$ cat config.mk
export PLATFORM = sky130hd
export DESIGN_NAME = udp_csr_bank_flat
export DESIGN_NICKNAME = d
export VERILOG_FILES = /design/src/rtl/udp_csr_pkg.sv /design/src/rtl/udp_csr_bank_if.sv /design/src/rtl/udp_csr_chan.sv /design/src/rtl/udp_csr_bank.sv /design/src/flat_wrapper.sv
export SDC_FILE = /design/constraint.sdc
export NUM_CORES = 2
export LEC_CHECK = 0
export BUFFER_PORTS_ARGS = -buffer_cell sky130_fd_sc_hd__buf_2
export CORE_MARGIN = 2
export CORE_UTILIZATION = 45
export DETAILED_ROUTE_END_ITERATION = 12
export PLACE_DENSITY = 0.74
export SKIP_LAST_GASP = 1
export SYNTH_ARGS = -nofsm -noshare
export SYNTH_HDL_FRONTEND = slang
export SYNTH_SLANG_ARGS = --single-unit
$ cat constraint.sdc
create_clock -name wb_clk_i -period 2.21 [get_ports wb_clk_i]
set_input_delay 0.1105 -clock wb_clk_i [delete_from_list [all_inputs] [get_ports wb_clk_i]]
set_output_delay 0.1105 -clock wb_clk_i [all_outputs]
set_load 0.02 [all_outputs]
$ cat src/rtl/udp_csr_pkg.sv
// Shared definitions for the multi-channel UDP receive-filter CSR bank:
// FSM encoding, register offsets and address/byte-lane helpers.
package udp_csr_pkg;

    typedef enum logic [1:0] {
        ST_IDLE   = 2'd0,
        ST_DECODE = 2'd1,
        ST_MEM    = 2'd2,
        ST_RESP   = 2'd3
    } csr_state_t;

    localparam logic [4:0]  OFF_MAC_LO  = 5'h00;
    localparam logic [4:0]  OFF_MAC_HI  = 5'h04;
    localparam logic [4:0]  OFF_IP      = 5'h08;
    localparam logic [4:0]  OFF_PORT    = 5'h0C;
    localparam logic [4:0]  OFF_CTRL    = 5'h10;
    localparam logic [4:0]  OFF_PKT_CNT = 5'h14;

    localparam logic [31:0] GLB_IRQ_STATUS = 32'h0000_0000;
    localparam logic [31:0] GLB_IRQ_MASK   = 32'h0000_0004;

    localparam logic [31:0] DEF_CH_STRIDE  = 32'h0000_0020;

    typedef struct packed {
        logic [31:0] ch;
        logic [4:0]  off;
        logic        off_ok;
    } ch_loc_t;

    // Splits a channel-block address into channel index and word offset;
    // off_ok is clear for gaps (+0x18/+0x1C), unaligned or out-of-group offsets.
    function automatic ch_loc_t chan_locate(input logic [31:0] adr,
                                            input logic [31:0] base,
                                            input logic [31:0] stride);
        ch_loc_t     loc;
        logic [31:0] rel;
        logic [31:0] off;
        rel        = adr - base;
        loc.ch     = rel / stride;
        off        = rel % stride;
        loc.off    = off[4:0];
        loc.off_ok = (off < 32'h0000_0018) && (off[1:0] == 2'b00);
        return loc;
    endfunction

    function automatic logic [31:0] lane_merge(input logic [31:0] old_val,
                                               input logic [31:0] new_val,
                                               input logic [3:0]  sel);
        logic [31:0] res;
        res = old_val;
        for (int i = 0; i < 4; i++) begin
            if (sel[i]) begin
                res[8*i +: 8] = new_val[8*i +: 8];
            end
        end
        return res;
    endfunction

endpackage

$ cat src/rtl/udp_csr_bank_if.sv
// Wishbone classic slave-side bus bundle for the CSR bank.
interface udp_csr_bank_if;
    logic        wbs_stb_i;
    logic        wbs_cyc_i;
    logic        wbs_we_i;
    logic [3:0]  wbs_sel_i;
    logic [31:0] wbs_adr_i;
    logic [31:0] wbs_dat_i;
    logic        wbs_ack_o;
    logic        wbs_err_o;
    logic [31:0] wbs_dat_o;

    modport master (
        output wbs_stb_i, wbs_cyc_i, wbs_we_i, wbs_sel_i, wbs_adr_i, wbs_dat_i,
        input  wbs_ack_o, wbs_err_o, wbs_dat_o
    );

    modport slave (
        input  wbs_stb_i, wbs_cyc_i, wbs_we_i, wbs_sel_i, wbs_adr_i, wbs_dat_i,
        output wbs_ack_o, wbs_err_o, wbs_dat_o
    );
endinterface

$ cat src/rtl/udp_csr_chan.sv
// One receive channel's filter registers and packet counter, with a
// byte-lane write port and a combinational read mux.
module udp_csr_chan
    import udp_csr_pkg::*;
#(
    parameter logic [47:0] RST_MAC  = 48'h0,
    parameter logic [31:0] RST_IP   = 32'h0,
    parameter logic [15:0] RST_PORT = 16'h0,
    parameter logic        RST_EN   = 1'b0
) (
    input  logic        clk,
    input  logic        rst,
    input  logic        wr_en,
    input  logic [4:0]  off,
    input  logic [3:0]  sel,
    input  logic [31:0] wr_dat,
    input  logic        inc,
    output logic [31:0] rd_dat,
    output logic [47:0] mac,
    output logic [31:0] ip,
    output logic [15:0] port,
    output logic        en
);

    logic [47:0] mac_r;
    logic [31:0] ip_r;
    logic [15:0] port_r;
    logic        en_r;
    logic [31:0] cnt_r;
    logic [31:0] mac_lo_nx_s;
    logic [31:0] mac_hi_nx_s;
    logic [31:0] ip_nx_s;
    logic [31:0] port_nx_s;

    // Merged write values and the read mux; narrow fields read back zero-extended.
    always_comb begin
        mac_lo_nx_s = lane_merge(mac_r[31:0], wr_dat, sel);
        mac_hi_nx_s = lane_merge({16'h0, mac_r[47:32]}, wr_dat, sel);
        ip_nx_s     = lane_merge(ip_r, wr_dat, sel);
        port_nx_s   = lane_merge({16'h0, port_r}, wr_dat, sel);
        case (off)
            OFF_MAC_LO:  rd_dat = mac_r[31:0];
            OFF_MAC_HI:  rd_dat = {16'h0, mac_r[47:32]};
            OFF_IP:      rd_dat = ip_r;
            OFF_PORT:    rd_dat = {16'h0, port_r};
            OFF_CTRL:    rd_dat = {31'h0, en_r};
            OFF_PKT_CNT: rd_dat = cnt_r;
            default:     rd_dat = 32'h0;
        endcase
    end

    // Register state; the counter keeps running regardless of bus writes.
    always_ff @(posedge clk) begin
        if (rst) begin
            mac_r  <= RST_MAC;
            ip_r   <= RST_IP;
            port_r <= RST_PORT;
            en_r   <= RST_EN;
            cnt_r  <= 32'h0;
        end else begin
            if (wr_en) begin
                case (off)
                    OFF_MAC_LO: mac_r[31:0]  <= mac_lo_nx_s;
                    OFF_MAC_HI: mac_r[47:32] <= mac_hi_nx_s[15:0];
                    OFF_IP:     ip_r         <= ip_nx_s;
                    OFF_PORT:   port_r       <= port_nx_s[15:0];
                    OFF_CTRL:   en_r         <= sel[0] ? wr_dat[0] : en_r;
                    default:    ;
                endcase
            end
            if (inc) begin
                cnt_r <= cnt_r + 32'd1;
            end
        end
    end

    assign mac  = mac_r;
    assign ip   = ip_r;
    assign port = port_r;
    assign en   = en_r;

endmodule

$ cat src/rtl/udp_csr_bank.sv
// Wishbone classic CSR slave for N_CH UDP receive channels: filter registers,
// packet counters, masked interrupt and a wait-stated RX memory read window.
module udp_csr_bank
    import udp_csr_pkg::*;
#(
    parameter int          N_CH        = 4,
    parameter logic [31:0] CSR_BASE    = 32'h3000_0000,
    parameter logic [31:0] CH_STRIDE   = DEF_CH_STRIDE,
    parameter logic [31:0] GLB_BASE    = 32'h3000_0100,
    parameter logic [31:0] RX_MEM_BASE = 32'h4000_0000,
    parameter int          RX_MEM_AW   = 10,
    parameter logic [47:0] RST_MAC     = 48'h01005e0000fb,
    parameter logic [31:0] RST_IP      = 32'he00000fb,
    parameter logic [15:0] RST_PORT    = 16'd5353
) (
    input  logic                   wb_clk_i,
    input  logic                   wb_rst_i,
    udp_csr_bank_if.slave          wbs,
    output logic [48*N_CH-1:0]     mac_addr,
    output logic [32*N_CH-1:0]     ip_addr,
    output logic [16*N_CH-1:0]     port,
    output logic [N_CH-1:0]        ch_en,
    output logic                   irq_o,
    input  logic                   rx_pkt_done_i,
    input  logic [2:0]             rx_pkt_ch_i,
    output logic                   rx_mem_rd_o,
    output logic [RX_MEM_AW-1:0]   rx_mem_addr_o,
    input  logic [31:0]            rx_mem_dat_i
);

    localparam logic [31:0] MEM_SPAN = 32'd4 << RX_MEM_AW;

    csr_state_t             state_r;
    logic [31:0]            adr_r;
    logic [31:0]            dat_r;
    logic [3:0]             sel_r;
    logic                   we_r;
    logic                   ack_r;
    logic                   err_r;
    logic [31:0]            dat_o_r;
    logic                   rx_mem_rd_r;
    logic [RX_MEM_AW-1:0]   rx_mem_addr_r;
    logic [N_CH-1:0]        irq_status_r;
    logic [N_CH-1:0]        irq_mask_r;
    logic                   irq_r;

    ch_loc_t                loc_s;
    logic                   chan_hit_s;
    logic                   stat_hit_s;
    logic                   mask_hit_s;
    logic                   reg_hit_s;
    logic [2:0]             ch_sel_s;
    logic [31:0]            chan_rd_s;
    logic [31:0]            reg_rd_s;
    logic                   mem_req_s;
    logic [N_CH-1:0]        inc_s;
    logic [N_CH-1:0]        irq_clr_s;
    logic [N_CH-1:0]        chan_wr_s;
    logic [31:0]            rd_data_s [N_CH];

    // Address decode of the latched request plus packet-event qualification.
    always_comb begin
        loc_s      = chan_locate(adr_r, CSR_BASE, CH_STRIDE);
        chan_hit_s = (adr_r >= CSR_BASE) && (loc_s.ch < 32'(N_CH)) && loc_s.off_ok;
        stat_hit_s = (adr_r == (GLB_BASE + GLB_IRQ_STATUS));
        mask_hit_s = (adr_r == (GLB_BASE + GLB_IRQ_MASK));
        reg_hit_s  = chan_hit_s || stat_hit_s || mask_hit_s;
        ch_sel_s   = loc_s.ch[2:0];
        chan_rd_s  = 32'h0;
        for (int c = 0; c < N_CH; c++) begin
            chan_rd_s    = chan_rd_s | ((ch_sel_s == 3'(c)) ? rd_data_s[c] : 32'h0);
            chan_wr_s[c] = (state_r == ST_DECODE) && we_r && chan_hit_s && (ch_sel_s == 3'(c));
            inc_s[c]     = rx_pkt_done_i && (rx_pkt_ch_i == 3'(c)) && ch_en[c];
        end
        if (chan_hit_s) begin
            reg_rd_s = chan_rd_s;
        end else if (stat_hit_s) begin
            reg_rd_s = 32'(irq_status_r);
        end else if (mask_hit_s) begin
            reg_rd_s = 32'(irq_mask_r);
        end else begin
            reg_rd_s = 32'h0;
        end
        irq_clr_s = ((state_r == ST_DECODE) && we_r && stat_hit_s && sel_r[0]) ?
                    dat_r[N_CH-1:0] : {N_CH{1'b0}};
        mem_req_s = !wbs.wbs_we_i && (wbs.wbs_adr_i >= RX_MEM_BASE) &&
                    ((wbs.wbs_adr_i - RX_MEM_BASE) < MEM_SPAN);
    end

    // Bus FSM. The RX read strobe is issued on the IDLE->DECODE edge so the
    // memory's one-cycle latency lands its data in MEM, keeping the strobe registered.
    always_ff @(posedge wb_clk_i) begin
        if (wb_rst_i) begin
            state_r       <= ST_IDLE;
            adr_r         <= 32'h0;
            dat_r         <= 32'h0;
            sel_r         <= 4'h0;
            we_r          <= 1'b0;
            ack_r         <= 1'b0;
            err_r         <= 1'b0;
            dat_o_r       <= 32'h0;
            rx_mem_rd_r   <= 1'b0;
            rx_mem_addr_r <= {RX_MEM_AW{1'b0}};
            irq_mask_r    <= {N_CH{1'b0}};
        end else begin
            case (state_r)
                ST_IDLE: begin
                    if (wbs.wbs_stb_i && wbs.wbs_cyc_i) begin
                        adr_r   <= wbs.wbs_adr_i;
                        dat_r   <= wbs.wbs_dat_i;
                        sel_r   <= wbs.wbs_sel_i;
                        we_r    <= wbs.wbs_we_i;
                        state_r <= ST_DECODE;
                        if (mem_req_s) begin
                            rx_mem_rd_r   <= 1'b1;
                            rx_mem_addr_r <= wbs.wbs_adr_i[RX_MEM_AW+1:2];
                        end
                    end
                end
                ST_DECODE: begin
                    rx_mem_rd_r <= 1'b0;
                    if (rx_mem_rd_r) begin
                        state_r <= ST_MEM;
                    end else if (reg_hit_s) begin
                        if (!we_r) begin
                            dat_o_r <= reg_rd_s;
                        end
                        if (we_r && mask_hit_s && sel_r[0]) begin
                            irq_mask_r <= dat_r[N_CH-1:0];
                        end
                        ack_r   <= 1'b1;
                        state_r <= ST_RESP;
                    end else begin
                        err_r   <= 1'b1;
                        state_r <= ST_RESP;
                    end
                end
                ST_MEM: begin
                    dat_o_r <= rx_mem_dat_i;
                    ack_r   <= 1'b1;
                    state_r <= ST_RESP;
                end
                ST_RESP: begin
                    ack_r   <= 1'b0;
                    err_r   <= 1'b0;
                    state_r <= ST_IDLE;
                end
                default: begin
                    state_r <= ST_IDLE;
                end
            endcase
        end
    end

    // Interrupt status: a packet event on the same bit beats a W1C.
    always_ff @(posedge wb_clk_i) begin
        if (wb_rst_i) begin
            irq_status_r <= {N_CH{1'b0}};
            irq_r        <= 1'b0;
        end else begin
            irq_status_r <= (irq_status_r & ~irq_clr_s) | inc_s;
            irq_r        <= |(irq_status_r & irq_mask_r);
        end
    end

    for (genvar c = 0; c < N_CH; c++) begin : g_chan
        udp_csr_chan #(
            .RST_MAC  ((c == 0) ? RST_MAC  : 48'h0),
            .RST_IP   ((c == 0) ? RST_IP   : 32'h0),
            .RST_PORT ((c == 0) ? RST_PORT : 16'h0),
            .RST_EN   ((c == 0) ? 1'b1     : 1'b0)
        ) u_chan (
            .clk    (wb_clk_i),
            .rst    (wb_rst_i),
            .wr_en  (chan_wr_s[c]),
            .off    (loc_s.off),
            .sel    (sel_r),
            .wr_dat (dat_r),
            .inc    (inc_s[c]),
            .rd_dat (rd_data_s[c]),
            .mac    (mac_addr[48*c +: 48]),
            .ip     (ip_addr[32*c +: 32]),
            .port   (port[16*c +: 16]),
            .en     (ch_en[c])
        );
    end

    assign wbs.wbs_ack_o = ack_r;
    assign wbs.wbs_err_o = err_r;
    assign wbs.wbs_dat_o = dat_o_r;
    assign rx_mem_rd_o   = rx_mem_rd_r;
    assign rx_mem_addr_o = rx_mem_addr_r;
    assign irq_o         = irq_r;

endmodule
$ cat src/flat_wrapper.sv
// flat-port wrapper written by rule: the top's interface ports become plain ports
module udp_csr_bank_flat import udp_csr_pkg::*;
#(
    parameter int          N_CH        = 4,
    parameter logic [31:0] CSR_BASE    = 32'h3000_0000,
    parameter logic [31:0] CH_STRIDE   = DEF_CH_STRIDE,
    parameter logic [31:0] GLB_BASE    = 32'h3000_0100,
    parameter logic [31:0] RX_MEM_BASE = 32'h4000_0000,
    parameter int          RX_MEM_AW   = 10,
    parameter logic [47:0] RST_MAC     = 48'h01005e0000fb,
    parameter logic [31:0] RST_IP      = 32'he00000fb,
    parameter logic [15:0] RST_PORT    = 16'd5353
)
  (wb_clk_i, wb_rst_i, mac_addr, ip_addr, port, ch_en, irq_o, rx_pkt_done_i, rx_pkt_ch_i, rx_mem_rd_o, rx_mem_addr_o, rx_mem_dat_i, wbs_wbs_stb_i, wbs_wbs_cyc_i, wbs_wbs_we_i, wbs_wbs_sel_i, wbs_wbs_adr_i, wbs_wbs_dat_i, wbs_wbs_ack_o, wbs_wbs_err_o, wbs_wbs_dat_o);
  udp_csr_bank_if wbs_i ();
  input  logic wb_clk_i;
  input  logic wb_rst_i;
  output logic [48*N_CH-1:0] mac_addr;
  output logic [32*N_CH-1:0] ip_addr;
  output logic [16*N_CH-1:0] port;
  output logic [N_CH-1:0] ch_en;
  output logic irq_o;
  input  logic rx_pkt_done_i;
  input  logic [2:0] rx_pkt_ch_i;
  output logic rx_mem_rd_o;
  output logic [RX_MEM_AW-1:0] rx_mem_addr_o;
  input  logic [31:0] rx_mem_dat_i;
  input wire logic [$bits(wbs_i.wbs_stb_i)-1:0] wbs_wbs_stb_i;
  input wire logic [$bits(wbs_i.wbs_cyc_i)-1:0] wbs_wbs_cyc_i;
  input wire logic [$bits(wbs_i.wbs_we_i)-1:0] wbs_wbs_we_i;
  input wire logic [$bits(wbs_i.wbs_sel_i)-1:0] wbs_wbs_sel_i;
  input wire logic [$bits(wbs_i.wbs_adr_i)-1:0] wbs_wbs_adr_i;
  input wire logic [$bits(wbs_i.wbs_dat_i)-1:0] wbs_wbs_dat_i;
  output wire logic [$bits(wbs_i.wbs_ack_o)-1:0] wbs_wbs_ack_o;
  output wire logic [$bits(wbs_i.wbs_err_o)-1:0] wbs_wbs_err_o;
  output wire logic [$bits(wbs_i.wbs_dat_o)-1:0] wbs_wbs_dat_o;
  assign wbs_i.wbs_stb_i = wbs_wbs_stb_i;
  assign wbs_i.wbs_cyc_i = wbs_wbs_cyc_i;
  assign wbs_i.wbs_we_i = wbs_wbs_we_i;
  assign wbs_i.wbs_sel_i = wbs_wbs_sel_i;
  assign wbs_i.wbs_adr_i = wbs_wbs_adr_i;
  assign wbs_i.wbs_dat_i = wbs_wbs_dat_i;
  assign wbs_wbs_ack_o = wbs_i.wbs_ack_o;
  assign wbs_wbs_err_o = wbs_i.wbs_err_o;
  assign wbs_wbs_dat_o = wbs_i.wbs_dat_o;
  udp_csr_bank #(.N_CH(N_CH), .CSR_BASE(CSR_BASE), .CH_STRIDE(CH_STRIDE), .GLB_BASE(GLB_BASE), .RX_MEM_BASE(RX_MEM_BASE), .RX_MEM_AW(RX_MEM_AW), .RST_MAC(RST_MAC), .RST_IP(RST_IP), .RST_PORT(RST_PORT)) u_core (.wb_clk_i(wb_clk_i), .wb_rst_i(wb_rst_i), .wbs(wbs_i), .mac_addr(mac_addr), .ip_addr(ip_addr), .port(port), .ch_en(ch_en), .irq_o(irq_o), .rx_pkt_done_i(rx_pkt_done_i), .rx_pkt_ch_i(rx_pkt_ch_i), .rx_mem_rd_o(rx_mem_rd_o), .rx_mem_addr_o(rx_mem_addr_o), .rx_mem_dat_i(rx_mem_dat_i));
endmodule
==> impl_results.md <==
* CP Launch Type: flop
* Yosys warnings at 0
* Dominant synthesized flop cell: dfxtp_1
* Area grow syn2layout at 36.2%
* DR DRC count at 0
* CTS max path bufs at 3
* Syn Area/Cell at 8.52 um2
* Count of cell types in the netlist at 75
* Most frequent cell after synthesis: dfxtp_1
* First drt pass iteration count at 8
* Fin util at 61.9%
* Placer Congestion at 0.996
* DR WL/cell at 24.5 um
* Max_cap viols at 0
* Die Ht at 259 um
* CP Data Arrival Time at 2.77 ns
* Synth area leader: dfxtp_1
* Clk slew on worst S/H paths at 0.06 ns
* Worst hold start: rx_mem_dat_i[11]
* Reg-to-Reg Start: u_core.adr_r[19]
* Post-DP HPWL at 90,100 um
* 1st-iter DRT viols at 3,980
* Vias in the first global route at 28,100
* Share of cells above drive strength 1 at 28.7%
* Cell Rows at 93
* Nets@finish at 4,355
* Hold path cells at 4
* Top cell type's share of synthesized area at 43.9%
* DRT antenna net count at 0
* Status: finished with violations
* Worst R2R Path Depth at 9
* Top cells by area, synth: dfxtp_1 44%, mux2i_1 14%, nor2_1 6.4%
* Die Footprint at 0.0670 mm2
* Slew Viols, Final at 0
* R2R setup slack at -0.07 ns
* Mapped Cells at 3,432
* Final wirelength at 126,000 um
* Chip width at 259 um
* GRT overflow at 0
* Final TNS setup at -1.41 ns
* Largest net degree at the start of global routing at 158
* Number of flops mapped to enable cells by yosys at 0
* Setup WS pre-CTS at -0.259 ns
* Failing checks: negative setup slack
* Clock sink total at 641
* PwrDens at 735 mW/mm2
* Worst hold-check path type: input pin to flop
* Setup ws final at -0.0721 ns
* Root Driver: clkbuf_16
* Reg-to-Reg End: u_core.g_chan[0].u_chan.mac[2]
* RSZ-0062 raised after global routing: yes
* Worst vdd ir at 0.827 mV
* Endpoints failing setup at 46
* Antenna violations before repair at 3
* CTS tree: built
* Total track usage at 35.6%
* Relative slew slack at 34.6%
* Leakage dissipation at 17.7 nW
* Fmax at 0.438 GHz
* Post-synth net total at 3,550
* Total CTS buffers at 69
* IO Port Bufs at 542
* I/O pin total at 543
* Initial Utilization at 45.5%
* Register area share after synthesis at 43.9%
* Hold_ws at 0.0113 ns
* Period utilization at 103%
* Global-route wire length before repair at 182,000 um
* Final Skew at 0.0282 ns
* Clk_lat worst skew at 0.63 ns
* Crit-path max FO at 8
* Synth top cells by count: 641 x dfxtp_1, 497 x nor2_1, 403 x mux2i_1
* Via/cell ratio at 5.96
* CTS H-Tree Depth at 3
* Hold Path Sink: u_core.wbs.wbs_dat_o[11]
* FFs w/ async S/R, synth at 0%
* Vias at 30,600
* Synth Cell Area at 0.0292 mm2
* Final Hold Viols at 0
* Critical Path Sink Type: flop
* Flops & latches, synth at 641
* Area of the core at 0.0643 mm2
* Worst-Margin Slew at 0.980 ns
* Crit path time final at 2.28 ns
* Critical path class: flop to flop
* CP Data Required Time at 2.70 ns
## through the flow
stage / total power (W) / std cells / area (um2)
floorplan: 0.0145 / 3432 / 29200
global placement: 0.0165 / 4873 / 34900
detailed placement: 0.0165 / 4873 / 34900
CTS: 0.0289 / 5117 / 39000
global route: 0.0300 / 5143 / 39800
finish: 0.0293 / 5143 / 39800
## state kept, by name, summed over array words and instances (netlist names)
name,flops
u_core.irq_status_r,4
u_core.wbs.wbs_dat_o,32
u_core.dat_r,32
u_core.g_chan.u_chan.ip,128
u_core.adr_r,32
u_core.wbs.wbs_err_o,1
u_core.g_chan.u_chan.mac,192
u_core.rx_mem_rd_o,1
u_core.wbs.wbs_ack_o,1
u_core.g_chan.u_chan.port,64
u_core.sel_r,4
u_core.irq_mask_r,4
u_core.g_chan.u_chan.cnt_r,128
u_core.rx_mem_addr_o,10
u_core.irq_o,1
u_core.we_r,1
u_core.state_r,2
u_core.g_chan.u_chan.en,4
## routing by layer
layer,share of wire (%),track usage (%)
met1,39,48.0
met2,43,53.1
met3,13,9.25
met4,5.4,16.5
met5,0,0
## area by class of cell
cell class	count	area (um2)
multi-input cells	2480	16000
flip-flops and latches	641	12900
diodes	3	7.51
inverters	31	116
repair buffers	1014	7520
well taps	855	1070
clock inverters	24	280
clock buffers	95	2040
fillers	5278	24500
## what timing repair did
| item | in CTS | in global routing |
|---|---|---|
| hold buffers | 101 | 0 |
| setup buffers | 19 | 22 |
| gates resized for setup | 92 | 148 |
| endpoints found under the setup margin | 141 | 413 |
| pin swaps | 23 | 38 |
| gates cloned | 6 | 5 |
| endpoints found under the hold margin | 130 | 0 |
## how the worst max path moves through the flow
stage | from | endpoint | depth (start not counted)
floorplan | u_core.adr_r[4] | u_core.g_chan[0].u_chan.mac[40] | 6
global placement | u_core.adr_r[8] | u_core.wbs.wbs_dat_o[8] | 7
detailed placement | u_core.adr_r[1] | u_core.wbs.wbs_dat_o[8] | 8
CTS | u_core.adr_r[26] | u_core.g_chan[1].u_chan.ip[11] | 7
global route | u_core.adr_r[4] | u_core.wbs.wbs_dat_o[3] | 8
finish | u_core.adr_r[19] | u_core.g_chan[0].u_chan.mac[2] | 9
## critical path, stage by stage (launching register included)
cell	delay, ns
dfxtp_2	0.33
nor4_4	0.31
nand4_4	0.28
nor3_4	0.24
buf_6	0.17
buf_12	0.14
nand4_1	0.21
buf_6	0.23
mux2i_1	0.18
nor2_1	0.07
## power by group
| part | internal, W | total [W] | switching, W |
|---|---|---|---|
| Clock | 0.00706 | 0.0121 | 0.00502 |
| Combinational | 0.00212 | 0.00502 | 0.00290 |
| Sequential | 0.0118 | 0.0122 | 0.000443 |
## cells by family after synthesis
logic type | synth area share (%)
multiplexers | 14.0
adder cells (fa/ha/maj) | 0.385
flip-flops | 43.9
AO/OA/AOI/OAI | 12.0
XOR/XNOR | 2.90
buffers and inverters | 4.33
AND/OR/NAND/NOR | 22.5
## cells in the final DEF, fill, tap and decap left out, types with 31 or more instances in the layout
master	n
buf_2	542
dlygate4sd3_1	101
xor2_1	55
a22oi_1	73
a21oi_1	351
buf_4	266
mux2i_1	365
o22ai_1	51
nand3_1	157
buf_12	52
nand2_1	372
buf_6	37
dfxtp_1	630
and2_1	41
inv_1	31
nor2_1	490
nor3_1	31
xnor2_1	42
clkbuf_16	78
o21ai_0	32
nand4_1	35
No activity file was read; power rests on OpenSTA's default activity.
